--- src/rtl/pwm11_meas.sv ---
// pwm11_meas: recovers the W-bit duty of a PWM stream with a fixed 2^W-clock
// period, one result per period, and flags wrong-period or stuck-high input.
// Ports:
//   clk     - system clock, rising edge
//   rst     - synchronous active-high reset
//   PWM_sig - PWM waveform under measurement (SYNC flops deep synchronizer)
//   duty    - last recovered duty, held between vld pulses
//   vld     - one-cycle pulse, duty just updated
//   err     - one-cycle pulse, period or stuck-high violation
//   locked  - set by a good measurement, cleared by err or rst
module pwm11_meas #(
   parameter int W    = 11,
   parameter int SYNC = 2
) (
   input  logic         clk,
   input  logic         rst,
   input  logic         PWM_sig,
   output logic [W-1:0] duty,
   output logic         vld,
   output logic         err,
   output logic         locked
);

   localparam logic [W:0] PER    = {1'b1, {W{1'b0}}};
   localparam logic [W:0] PER_M1 = {1'b0, {W{1'b1}}};
   localparam logic [W:0] ONE    = {{W{1'b0}}, 1'b1};

   typedef enum logic {
      IDLE,
      MEAS
   } state_t;

   state_t         state_q, state_d;
   logic           s;
   logic           s_d_q;
   logic [W:0]     per_cnt_q, per_cnt_d;
   logic [W:0]     hi_cnt_q, hi_cnt_d;
   logic [W:0]     lo_run_q, lo_run_d;
   logic [W:0]     hi_run_q, hi_run_d;
   logic [W-1:0]   duty_q, duty_d;
   logic           vld_q, vld_d;
   logic           err_q, err_d;
   logic           locked_q, locked_d;
   logic           rise;
   logic           lo_hit;
   logic           hi_hit;

   generate
      if (SYNC == 0) begin : g_nosync
         assign s = PWM_sig;
      end else begin : g_sync
         logic [SYNC-1:0] sync_q;
         always_ff @(posedge clk) begin
            if (rst) begin
               sync_q <= '0;
            end else begin
               sync_q[0] <= PWM_sig;
               for (int i = 1; i < SYNC; i++) begin
                  sync_q[i] <= sync_q[i-1];
               end
            end
         end
         assign s = sync_q[SYNC-1];
      end
   endgenerate

   function automatic logic [W:0] sat_inc(input logic [W:0] v);
      return (v == PER) ? PER : v + ONE;
   endfunction

   assign rise = s & ~s_d_q;
   // Runs are counted so that the hit fires in the cycle the run
   // length becomes PERIOD; the low reload to 0 then repeats every
   // PERIOD low cycles.
   assign lo_hit = ~s & (lo_run_q == PER_M1);
   assign hi_hit = s & (hi_run_q == PER_M1);

   always_comb begin
      state_d   = state_q;
      per_cnt_d = per_cnt_q;
      hi_cnt_d  = hi_cnt_q;
      lo_run_d  = lo_run_q;
      hi_run_d  = hi_run_q;
      duty_d    = duty_q;
      vld_d     = 1'b0;
      err_d     = 1'b0;
      locked_d  = locked_q;

      if (s) begin
         lo_run_d = '0;
         hi_run_d = sat_inc(hi_run_q);
      end else begin
         hi_run_d = '0;
         lo_run_d = sat_inc(lo_run_q);
      end

      if (state_q == MEAS) begin
         per_cnt_d = sat_inc(per_cnt_q);
         if (s) begin
            hi_cnt_d = sat_inc(hi_cnt_q);
         end
      end

      // rise needs s=1 and s_d=0, so it excludes both run hits
      unique case (1'b1)
         rise: begin
            per_cnt_d = ONE;
            hi_cnt_d  = ONE;
            state_d   = MEAS;
            if (state_q == MEAS) begin
               if (per_cnt_q == PER) begin
                  duty_d   = hi_cnt_q[W-1:0];
                  vld_d    = 1'b1;
                  locked_d = 1'b1;
               end else begin
                  err_d    = 1'b1;
                  locked_d = 1'b0;
               end
            end
         end
         lo_hit: begin
            duty_d   = '0;
            vld_d    = 1'b1;
            locked_d = 1'b1;
            lo_run_d = '0;
            state_d  = IDLE;
         end
         hi_hit: begin
            err_d    = 1'b1;
            locked_d = 1'b0;
            state_d  = IDLE;
         end
         default: begin
         end
      endcase
   end

   always_ff @(posedge clk) begin
      if (rst) begin
         state_q   <= IDLE;
         s_d_q     <= 1'b0;
         per_cnt_q <= '0;
         hi_cnt_q  <= '0;
         lo_run_q  <= '0;
         hi_run_q  <= '0;
         duty_q    <= '0;
         vld_q     <= 1'b0;
         err_q     <= 1'b0;
         locked_q  <= 1'b0;
      end else begin
         state_q   <= state_d;
         s_d_q     <= s;
         per_cnt_q <= per_cnt_d;
         hi_cnt_q  <= hi_cnt_d;
         lo_run_q  <= lo_run_d;
         hi_run_q  <= hi_run_d;
         duty_q    <= duty_d;
         vld_q     <= vld_d;
         err_q     <= err_d;
         locked_q  <= locked_d;
      end
   end

   assign duty   = duty_q;
   assign vld    = vld_q;
   assign err    = err_q;
   assign locked = locked_q;

endmodule

--- config.mk ---
export PLATFORM = sky130hd
export DESIGN_NAME = pwm11_meas
export DESIGN_NICKNAME = d
export VERILOG_FILES = /design/src/rtl/pwm11_meas.sv
export SDC_FILE = /design/constraint.sdc
export NUM_CORES = 1
export LEC_CHECK = 0
export ABC_AREA = 1
export BUFFER_PORTS_ARGS = -buffer_cell sky130_fd_sc_hd__buf_2
export CAP_MARGIN = 20
export CORE_AREA = 2 2 75 77
export CTS_BUF_LIST = sky130_fd_sc_hd__clkbuf_2 sky130_fd_sc_hd__clkbuf_4 sky130_fd_sc_hd__clkbuf_8
export CTS_CLUSTER_DIAMETER = 50
export CTS_CLUSTER_SIZE = 25
export DETAILED_ROUTE_END_ITERATION = 10
export DIE_AREA = 0 0 77 79
export PLACE_DENSITY = 0.81
export REMOVE_ABC_BUFFERS = 1
export SLEW_MARGIN = 25
export SYNTH_ARGS = -nofsm -noshare
export SYNTH_HDL_FRONTEND = slang
export SYNTH_SLANG_ARGS = --single-unit
export TNS_END_PERCENT = 100
--- constraint.sdc ---
create_clock -name clk -period 1.8 [get_ports clk]
set_input_delay 0.09 -clock clk [delete_from_list [all_inputs] [get_ports clk]]
set_output_delay 0.09 -clock clk [all_outputs]
set_load 0.02 [all_outputs]
After elaboration in Yosys (flattened, before gate mapping)
Index checks and enable logic that the tools add are counted.
{ "totals": {"register_bits": 66, "in_bits": 3, "out_inout_bits": 14, "word_cells": 68} }
{ "classes": {"n_addsub": 4, "eq_ne": 8, "n_mux": 21, "bitwise": 5, "reduce_logical": 15} }
{ "ops": {"columns": ["op", "count"], "rows": [
  ["$add A12 B1 Y12 const B", 4],
  ["$eq A12 B12 Y1 const B", 4],
  ["$mux W12", 4],
  ["$eq A12 B11 Y1 const B", 2],
  ["$mux W11", 2],
  ["$pmux W11 S2", 1],
  ["$mux W1", 10],
  ["$reduce_bool A2 Y1", 4],
  ["$pmux W1 S2", 3],
  ["$reduce_and A2 Y1", 3],
  ["$reduce_or A2 Y1", 3],
  ["$reduce_or A3 Y1", 2],
  ["$reduce_or A4 Y1", 1],
  ["$and A1 B1 Y1", 3],
  ["$pmux W1 S3", 1],
  ["$reduce_and A3 Y1", 1],
  ["$reduce_bool A3 Y1", 1],
  ["$ne A2 B1 Y1 const B", 1],
  ["$ne A2 B2 Y1 const B", 1],
  ["$not A1 Y1", 2]
]} }

Logic depth before layout (Yosys ltp)
Gate-level depths: netlist (run 1).
{ "depth": {"depth_word": 5, "depth_mapped": 10, "mapped_depth_nobuf": 10} }

Worst setup path after synthesis (run 1)
OpenSTA, ideal clock, no wires.
{ "synth_timing": {"path_kind": "register -> register", "from": "register lo_run_q[0]", "to": "register lo_run_q[8]", "setup_ps": 117, "t_arrival_ps": 1271, "required_time_ps": 1683, "slack_ps": 413, "stages_incl_launch_ff": 9, "path_buffers": 1, "synth_period_minus_slack_ps": 1387, "cell_sequence": "dfxtp_1 > ha_1 > nand3_2 > nor2_4 > nand2_4 > nand3_2 > a21o_2 > buf_6 > nor2_2"} }
{ "synth_between": {"elab_chain_len": 3, "elab_cells_between_ends": 5, "classes_between": "1 x add/sub; 2 x eq/ne; 1 x bitwise; 1 x reduce/logical"} }
{ "synth_rtl": {"columns": ["item", "line", "text"], "rows": [
  ["start, declared", "38", "logic [W:0] lo_run_q, lo_run_d;"],
  ["start signal, assigned", "155", "lo_run_q <= lo_run_d;"],
  ["branches (longest 3 deep; another with $add A12 B1 Y12)", null, null]
]} }
Several ways; the timed one is not identified.
A chain may end at the register's enable or synchronous reset.

Worst setup path after layout (run 1)
{ "layout_timing": {"from": "register hi_cnt_q[0]", "to": "register hi_cnt_q[1]"} }
{ "layout_between": {"elab_chain_len": 2, "elab_cells_between_ends": 3, "classes_between": "1 x add/sub; 1 x eq/ne; 1 x mux"} }
{ "layout_rtl": {"columns": ["item", "line", "text"], "rows": [
  ["start, declared", "37", "logic [W:0] hi_cnt_q, hi_cnt_d;"],
  ["start signal, assigned", "154", "hi_cnt_q <= hi_cnt_d;"],
  ["$add A12 B1 Y12 or $eq A12 B12 Y1 (tied branches)", "68", "return (v == PER) ? PER : v + ONE;"],
  ["$mux W12 *", "68", null]
]} }
Mark *: on every way between the ends. The rest lies on a longest branch, timed or not.

==> metrics.yaml, run 1 <==
min_path:
  hold_depth: 2
  holdCritPathClass: "input pin to register"
synthesis:
  synth_cells: 432
  synth_edf_count: 0
  ys_seq_area_share_pct: 40.5
  avgSynthCellArea_um2: 7.55
  ys.flop_type: "dfxtp_1"
  syn_area_um2: 3260
  async_flop_share_pct: 0
  yosysWarnings: 0
  synth.distinct_cells: 38
  ys_ff_latch: 66
layout:
  syn2layout_area_growth_pct: 11.2
  antenna_cells: 0
  final_core_util_pct: 68.0
  nets: 470
  num-fill-cells: 470
  drive_gt1_share_pct: 15.3
place:
  place_congestion: 0.878
  port_buffers: 16
  hpwl_mm: 4.33
setup_path:
  slowest_delay_ns: 0.38
  required_ns: 2.02
  cp_cell_sequence: "inv_1 > ha_1 > nand2_1 > nor3_1 > nand4_1 > o21ai_0 > nor2_1"
  cp_slowest_cell: "dfxtp_1"
  worst-setup-path-type: "register to register"
  worst-path-stages: 7
  start_kind: "register"
  cp.arrival_ns: 1.77
  r2r.worst_path.cells: 7
  cp_top_family: "simple AND/OR/NAND/NOR gates"
  cp_max_fo: 5
  crit_path_end_kind: "register"
  path_buf_inv: 1
routing:
  drt-total-wl_mm: 6.05
  wl_per_cell_um: 11.3
  drtAntennaViolNets: 0
  avgViaCountPerCell: 5.11
  vias: 2734
  drt_first_pass_iters: 4
  drt_iter0_drc: 141
  drc_errors: 0
global_route:
  grt.overflow.total: 0
  antenna_found_initial: 0
  track_usage_pct: 21.5
  grt_pass1_wl_mm: 10.5
  first_global_vias: 2432
  grt_max_degree: 25
power_and_ir_drop:
  p_leak_uw: 0.00149
  ir_drop_uv: 732
  p_per_area_nw_per_um2: 779
  power_uw: 2830
timing:
  finClkSkew_ns: 0.0128
  worst_slew_pin_slew_ns: 0.408
  setup_viol: 0
  maxSlewHeadroom_pct: 72.7
  timing.fmax_mhz: 644
  drv_slew: 0
  min_period_ns: 1.55
  setup_tns_ns: 0
  rsz0062_at_grt: "no"
  hold_viol: 0
  period_share_pct: 86.3
floorplan:
  coreArea_um2: 5340
  num_rows: 27
  initial_core_util_pct: 61.1
  io_pins: 17
  die-area_um2: 6080
  die_y_um: 79
  die_w_um: 77
cts:
  cts.path.max_buffers: 2
  clock_sinks: 66
  cts_tree: "yes"
  postCtsSetupBuffers: 0
  clkTransAtPathRegs_ns: 0.07
  clkLatencyLatePin_ns: 0.35
  htreeDepth: 3
  cts_inserted_buffers: 9
  clk_root_buffer_cell: "clkbuf_8"
status:
  status: "completed"
flow_run:
  maxCapViolations: 0
## final timing paths
kind                                       to  slack [ns]                         from
setup reg to reg     hi_cnt_q[1]$_SDFFE_PP0P_        0.25     hi_cnt_q[0]$_SDFFE_PP0P_
hold / removal       hi_cnt_q[0]$_SDFFE_PP0P_        0.07                          rst
hold reg to reg   g_sync.sync_q[1]$_SDFF_PP0_        0.41  g_sync.sync_q[0]$_SDFF_PP0_
setup / recovery     hi_cnt_q[1]$_SDFFE_PP0P_        0.25     hi_cnt_q[0]$_SDFFE_PP0P_
## final cells by class
cell class	instances	area, µm²	share of cell area, %
timing repair buffer	24	143	3.93
clock buffer	10	138	3.79
sequential	66	1320	36.4
multi-input combinational	306	1690	46.5
inverter	52	195	5.38
tap	72	90.1	2.48
clock inverter	5	55.1	1.52
## registers in the layout, indices dropped and copies added (netlist names)
name,count
hi_cnt_q,12
hi_run_q,12
lo_run_q,12
per_cnt_q,12
duty,11
g_sync.sync_q,2
err,1
locked,1
s_d_q,1
state_q,1
vld,1
## per-layer routing
layer	share of wire (%)	track usage, %
met1	50	27.1
met2	44	34.6
met3	4.9	6.82
met4	1.7	8.57
met5	0	0
## through the flow
step           setup WS (ns)  std cells  instance area [µm²]  hold WS [ns]
2_1_floorplan          0.311        424                 3200         0.159
3_3_place_gp           0.266        519                 3430         0.294
3_5_place_dp           0.238        519                 3430         0.297
4_1_cts                0.238        535                 3630        0.0465
5_1_grt               0.0315        535                 3630        0.0610
6_report               0.247        535                 3630        0.0665
## layout by cell type (no fill, tap or decap), types with 2 or more instances in the layout
| cell | instances |
|---|---|
| o211ai_1 | 3 |
| clkinvlp_4 | 2 |
| nor3_1 | 19 |
| xnor2_1 | 7 |
| dfxtp_1 | 66 |
| nor2_1 | 69 |
| nand2_4 | 2 |
| nand3_1 | 19 |
| o21ai_0 | 16 |
| nor3_2 | 2 |
| nor3b_1 | 6 |
| nand3b_1 | 13 |
| buf_4 | 7 |
| nor2_2 | 13 |
| nand2_1 | 75 |
| a21oi_1 | 13 |
| buf_2 | 16 |
| ha_1 | 8 |
| inv_2 | 3 |
| clkinv_2 | 2 |
| nand4_1 | 7 |
| xor2_1 | 15 |
| clkbuf_8 | 10 |
| nand3_2 | 3 |
| nor2_4 | 4 |
| inv_1 | 49 |
## cells by family after synthesis
kind of cell               after synthesis  share of synthesized area [%]
adders and majority gates                8                           3.07
and+or+nand+nor                        239                           36.5
DFF                                     66                           40.5
xor gates and xnor gates                22                           5.91
buffers and inverters                   60                           7.82
AOI/OAI and AO/OA                       37                           6.21
## Yosys cell counts (all sizes together), types with 2 or more instances
cell,instances,share of area [%]
nor3b,6,1.4
nor3,22,4.0
o21ai,17,2.6
xor2,15,4.0
xnor2,7,1.9
buf,6,1.6
a21oi,13,2.0
inv,52,6.0
nand2,78,9.5
nand3b,13,3.0
dfxtp,66,40
o211ai,3,0.69
nand4,9,2.4
ha,8,3.1
clkbuf,2,0.27
nor2,86,12
nand3,22,3.8
## power by group
group / leakage, µW / internal, µW / switching, µW
Sequential: 0.000533 / 1470 / 17.1
Clock: 0.0000941 / 664 / 560
Combinational: 0.000861 / 39.3 / 70.6
## repair_timing
item                                    in CTS  in global routing
hold buffers                                 1                  0
resized for setup                            0                  0
hold endpoints to repair                     1                  0
endpoints found under the setup margin       0                  0
Note: power is estimated with default switching activity, not from simulation.
==> run 2, diff against run 1 <==
Settings changed: ABC_AREA 1 to unset, CORE_AREA 2 2 75 77 to 2 2 72 74, DIE_AREA 0 0 77 79 to 0 0 74 76, PLACE_DENSITY 0.81 to 0.79.
==> run 2 against run 1 <==
Fmax is 7.1% lower; largest cell class unchanged; critical endpoint is now lo_run_q[4]$_SDFF_PP0_; sequential power hardly changed; clock power hardly changed.
==> metrics.yaml, run 2 <==
floorplan:
  io_pins: 17  # unchanged
  die_w_um: 74  # -3.9%
  die_y_um: 76  # -3.8%
  die-area_um2: 5620  # -7.5%
  coreArea_um2: 4910  # -8.0%
  num_rows: 26  # -3.7%
  initial_core_util_pct: 59.4  # -1.7 points
synthesis:
  async_flop_share_pct: 0  # unchanged
  synth_top_cell_by_area: "dfxtp_1"
  avgSynthCellArea_um2: 8.92  # +18%
  ys.flop_type: "dfxtp_1"
  synth.area.top_cells: "dfxtp_1, nor2_1, xor2_1"
  synthTopCellsByCount: "dfxtp_1, nor2_1, xor2_1"
  synth_cells: 327  # -24%
  yosys.area.top_type_share_pct: 45.3  # +4.8 points
  synth_edf_count: 0  # unchanged
  yosysMostFrequentCell: "dfxtp_1"
  yosysWarnings: 0  # unchanged
  ys_seq_area_share_pct: 45.3  # +4.8 points
  ys_ff_latch: 66  # unchanged
  synth.distinct_cells: 41  # +7.9%
  syn_area_um2: 2920  # -11%
timing:
  holdWs_ns: 0.0352  # -0.0313 ns
  timing.fmax_mhz: 598  # -7.1%
  period_share_pct: 92.8  # +6.5 points
  maxSlewHeadroom_pct: 69.3  # -3.5 points
  setup_viol: 0  # unchanged
  rsz0062_at_grt: "no"
  min_period_ns: 1.67  # +0.118 ns
  finClkSkew_ns: 0.00841  # -0.00443 ns
  hold_viol: 0  # unchanged
  setup_tns_ns: 0  # unchanged
  drv_slew: 0  # unchanged
  worst_slew_pin_slew_ns: 0.461  # +0.0526 ns
power_and_ir_drop:
  p_leak_uw: 0.00133  # -11%
  ir_drop_uv: 604  # -17%
  p_per_area_nw_per_um2: 850  # +9.1%
min_path:
  hold_depth: 2  # unchanged
  holdCritPathClass: "input pin to register"
  hp-start: "rst"
setup_path:
  crit_top_cell: "nand3_1"
  slowest_delay_ns: 0.53  # +0.15 ns
  r2r.worst_path.cells: 6  # -1
  cp_max_fo: 11  # +6
  path_buf_inv: 1  # unchanged
  worst-path-stages: 6  # -1
  crit_path_end_kind: "register"
  worst-setup-path-type: "register to register"
  start_kind: "register"
  cp_cell_sequence: "ha_1 > nand3_1 > or4b_4 > nand3_1 > buf_12 > nor2_1"
  r2r_slack_ns: 0.13  # -0.12 ns
  cp_top_family: "simple AND/OR/NAND/NOR gates"
  required_ns: 2.03  # about the same
  cp.arrival_ns: 1.90  # +0.13 ns
  startpoint: "lo_run_q[1]$_SDFF_PP0_"
  rr_startpoint: "lo_run_q[1]$_SDFF_PP0_"
  cp_slowest_cell: "or4b_4"
cts:
  clkLatencyLatePin_ns: 0.33  # -0.02 ns
  postCtsSetupBuffers: 0  # unchanged
  clock_sinks: 66  # unchanged
  clk_root_buffer_cell: "clkbuf_8"
  cts_tree: "yes"
  cts.path.max_buffers: 2  # unchanged
  cts_inserted_buffers: 9  # unchanged
  htreeDepth: 3  # unchanged
  clkTransAtPathRegs_ns: 0.07  # about the same
status:
  status: "completed"
routing:
  drt_iter0_drc: 129  # -8.5%
  drt-total-wl_mm: 5.26  # -13%
  avgViaCountPerCell: 5.47  # +7.0%
  drc_errors: 0  # unchanged
  vias: 2312  # -15%
  drtAntennaViolNets: 0  # unchanged
  drt_first_pass_iters: 5  # +1
  wl_per_cell_um: 12.4  # +10%
global_route:
  grt.overflow.total: 0  # unchanged
  antenna_found_initial: 0  # unchanged
  grt_max_degree: 18  # -28%
  first_global_vias: 2171  # -11%
  grt_pass1_wl_mm: 9.09  # -14%
  track_usage_pct: 20.5  # -1.1 points
layout:
  syn2layout_area_growth_pct: 12.5
  final_common_cell: "dfxtp_1"
  drive_gt1_share_pct: 12.2  # -3.2 points
  final_cell_area_um2: 3280  # -9.6%
  antenna_cells: 0  # unchanged
  num-fill-cells: 405  # -14%
  final_cell_count_no_fill: 423  # -21%
  final_cell_mix: "dfxtp_1, nor2_1, xor2_1"
  nets: 360  # -23%
flow_run:
  maxCapViolations: 0  # unchanged
place:
  port_buffers: 16  # unchanged
  hpwl_mm: 3.64  # -16%
  placedCellCount: 407  # -22%
  place_congestion: 0.814  # -7.3%
  placedInstanceArea_um2: 3080  # -10%
-- run 2: cell count changes after synthesis, moves of 9 or more --
cell,delta
xor2_1,+9
o21ai_0,-13
nor2_1,-10
mux2i_1,+11
nor2_2,-13
inv_1,-34
nand2_1,-58
nor3_1,-13
nand3b_1,-12
-- run 2: final timing paths --
path / endpoint
worst min-delay path: hi_cnt_q[0]$_SDFFE_PP0P_
worst min register to register: g_sync.sync_q[1]$_SDFF_PP0_
worst max-delay path: lo_run_q[4]$_SDFF_PP0_
worst max register to register: lo_run_q[4]$_SDFF_PP0_
-- run 2: layout make-up --
cell class                 count  area (µm²)  share of cell area, %
inverter                      15        56.3                   1.72
multi-input combinational    233        1470                   44.7
clock buffer                  12         153                   4.65
timing repair buffer          24         155                   4.73
clock inverter                 3        40.0                   1.22
tap                           70        87.6                   2.67
sequential                    66        1320                   40.3
-- run 2: kinds of logic after synthesis --
family          after synthesis  synth area share, %
xor+xnor                     37                 11.1
mux                          11                 3.77
fa+ha+maj                     8                 3.43
flops                        66                 45.3
compound gates               21                 4.46
buf+inv                      28                 4.42
simple gates                156                 27.5
-- run 2: layer usage --
layer	share of wire [%]	routed length, µm	vias up	global-route usage (%)
met5	0	0	-	0
met4	2.0	105	0	8.00
met3	4.0	209	14	6.22
met1	45	2370	1093	24.1
li1	-	-	1161	-
met2	49	2580	44	34.2
-- run 2: worst register-to-register path, delay by kind of cell, from the launching register on --
family	cells	cell delay (ns)
flip-flops	1	0.36
buffers and inverters	1	0.14
adder cells (fa/ha/maj)	1	0.21
AND/OR/NAND/NOR	4	0.86
-- run 2: report_power, final --
part | total, µW | switching (µW) | internal (µW) | leakage [µW]
registers | 1490 | 14.5 | 1480 | 0.000533
clock network | 1200 | 506 | 696 | 0.000103
logic | 97.1 | 56.5 | 40.6 | 0.000693
-- run 2: timing repair --
action                     4_1_cts  5_1_grt
setup endpoints to repair        0        1
hold endpoints to repair         1        0
resized for setup                0        1
hold buffers                     1        0
-- run 2: through the flow --
step / worst slack (ns) / power [µW] / util, %
finish: 0.129 / 2790 / 66.8
global route: 0.00255 / 2900 / 66.8
CTS: 0.114 / 2820 / 66.8
detailed placement: 0.140 / 1620 / 62.7
global placement: 0.176 / 1610 / 62.7
floorplan: 0.0674 / 1580 / -
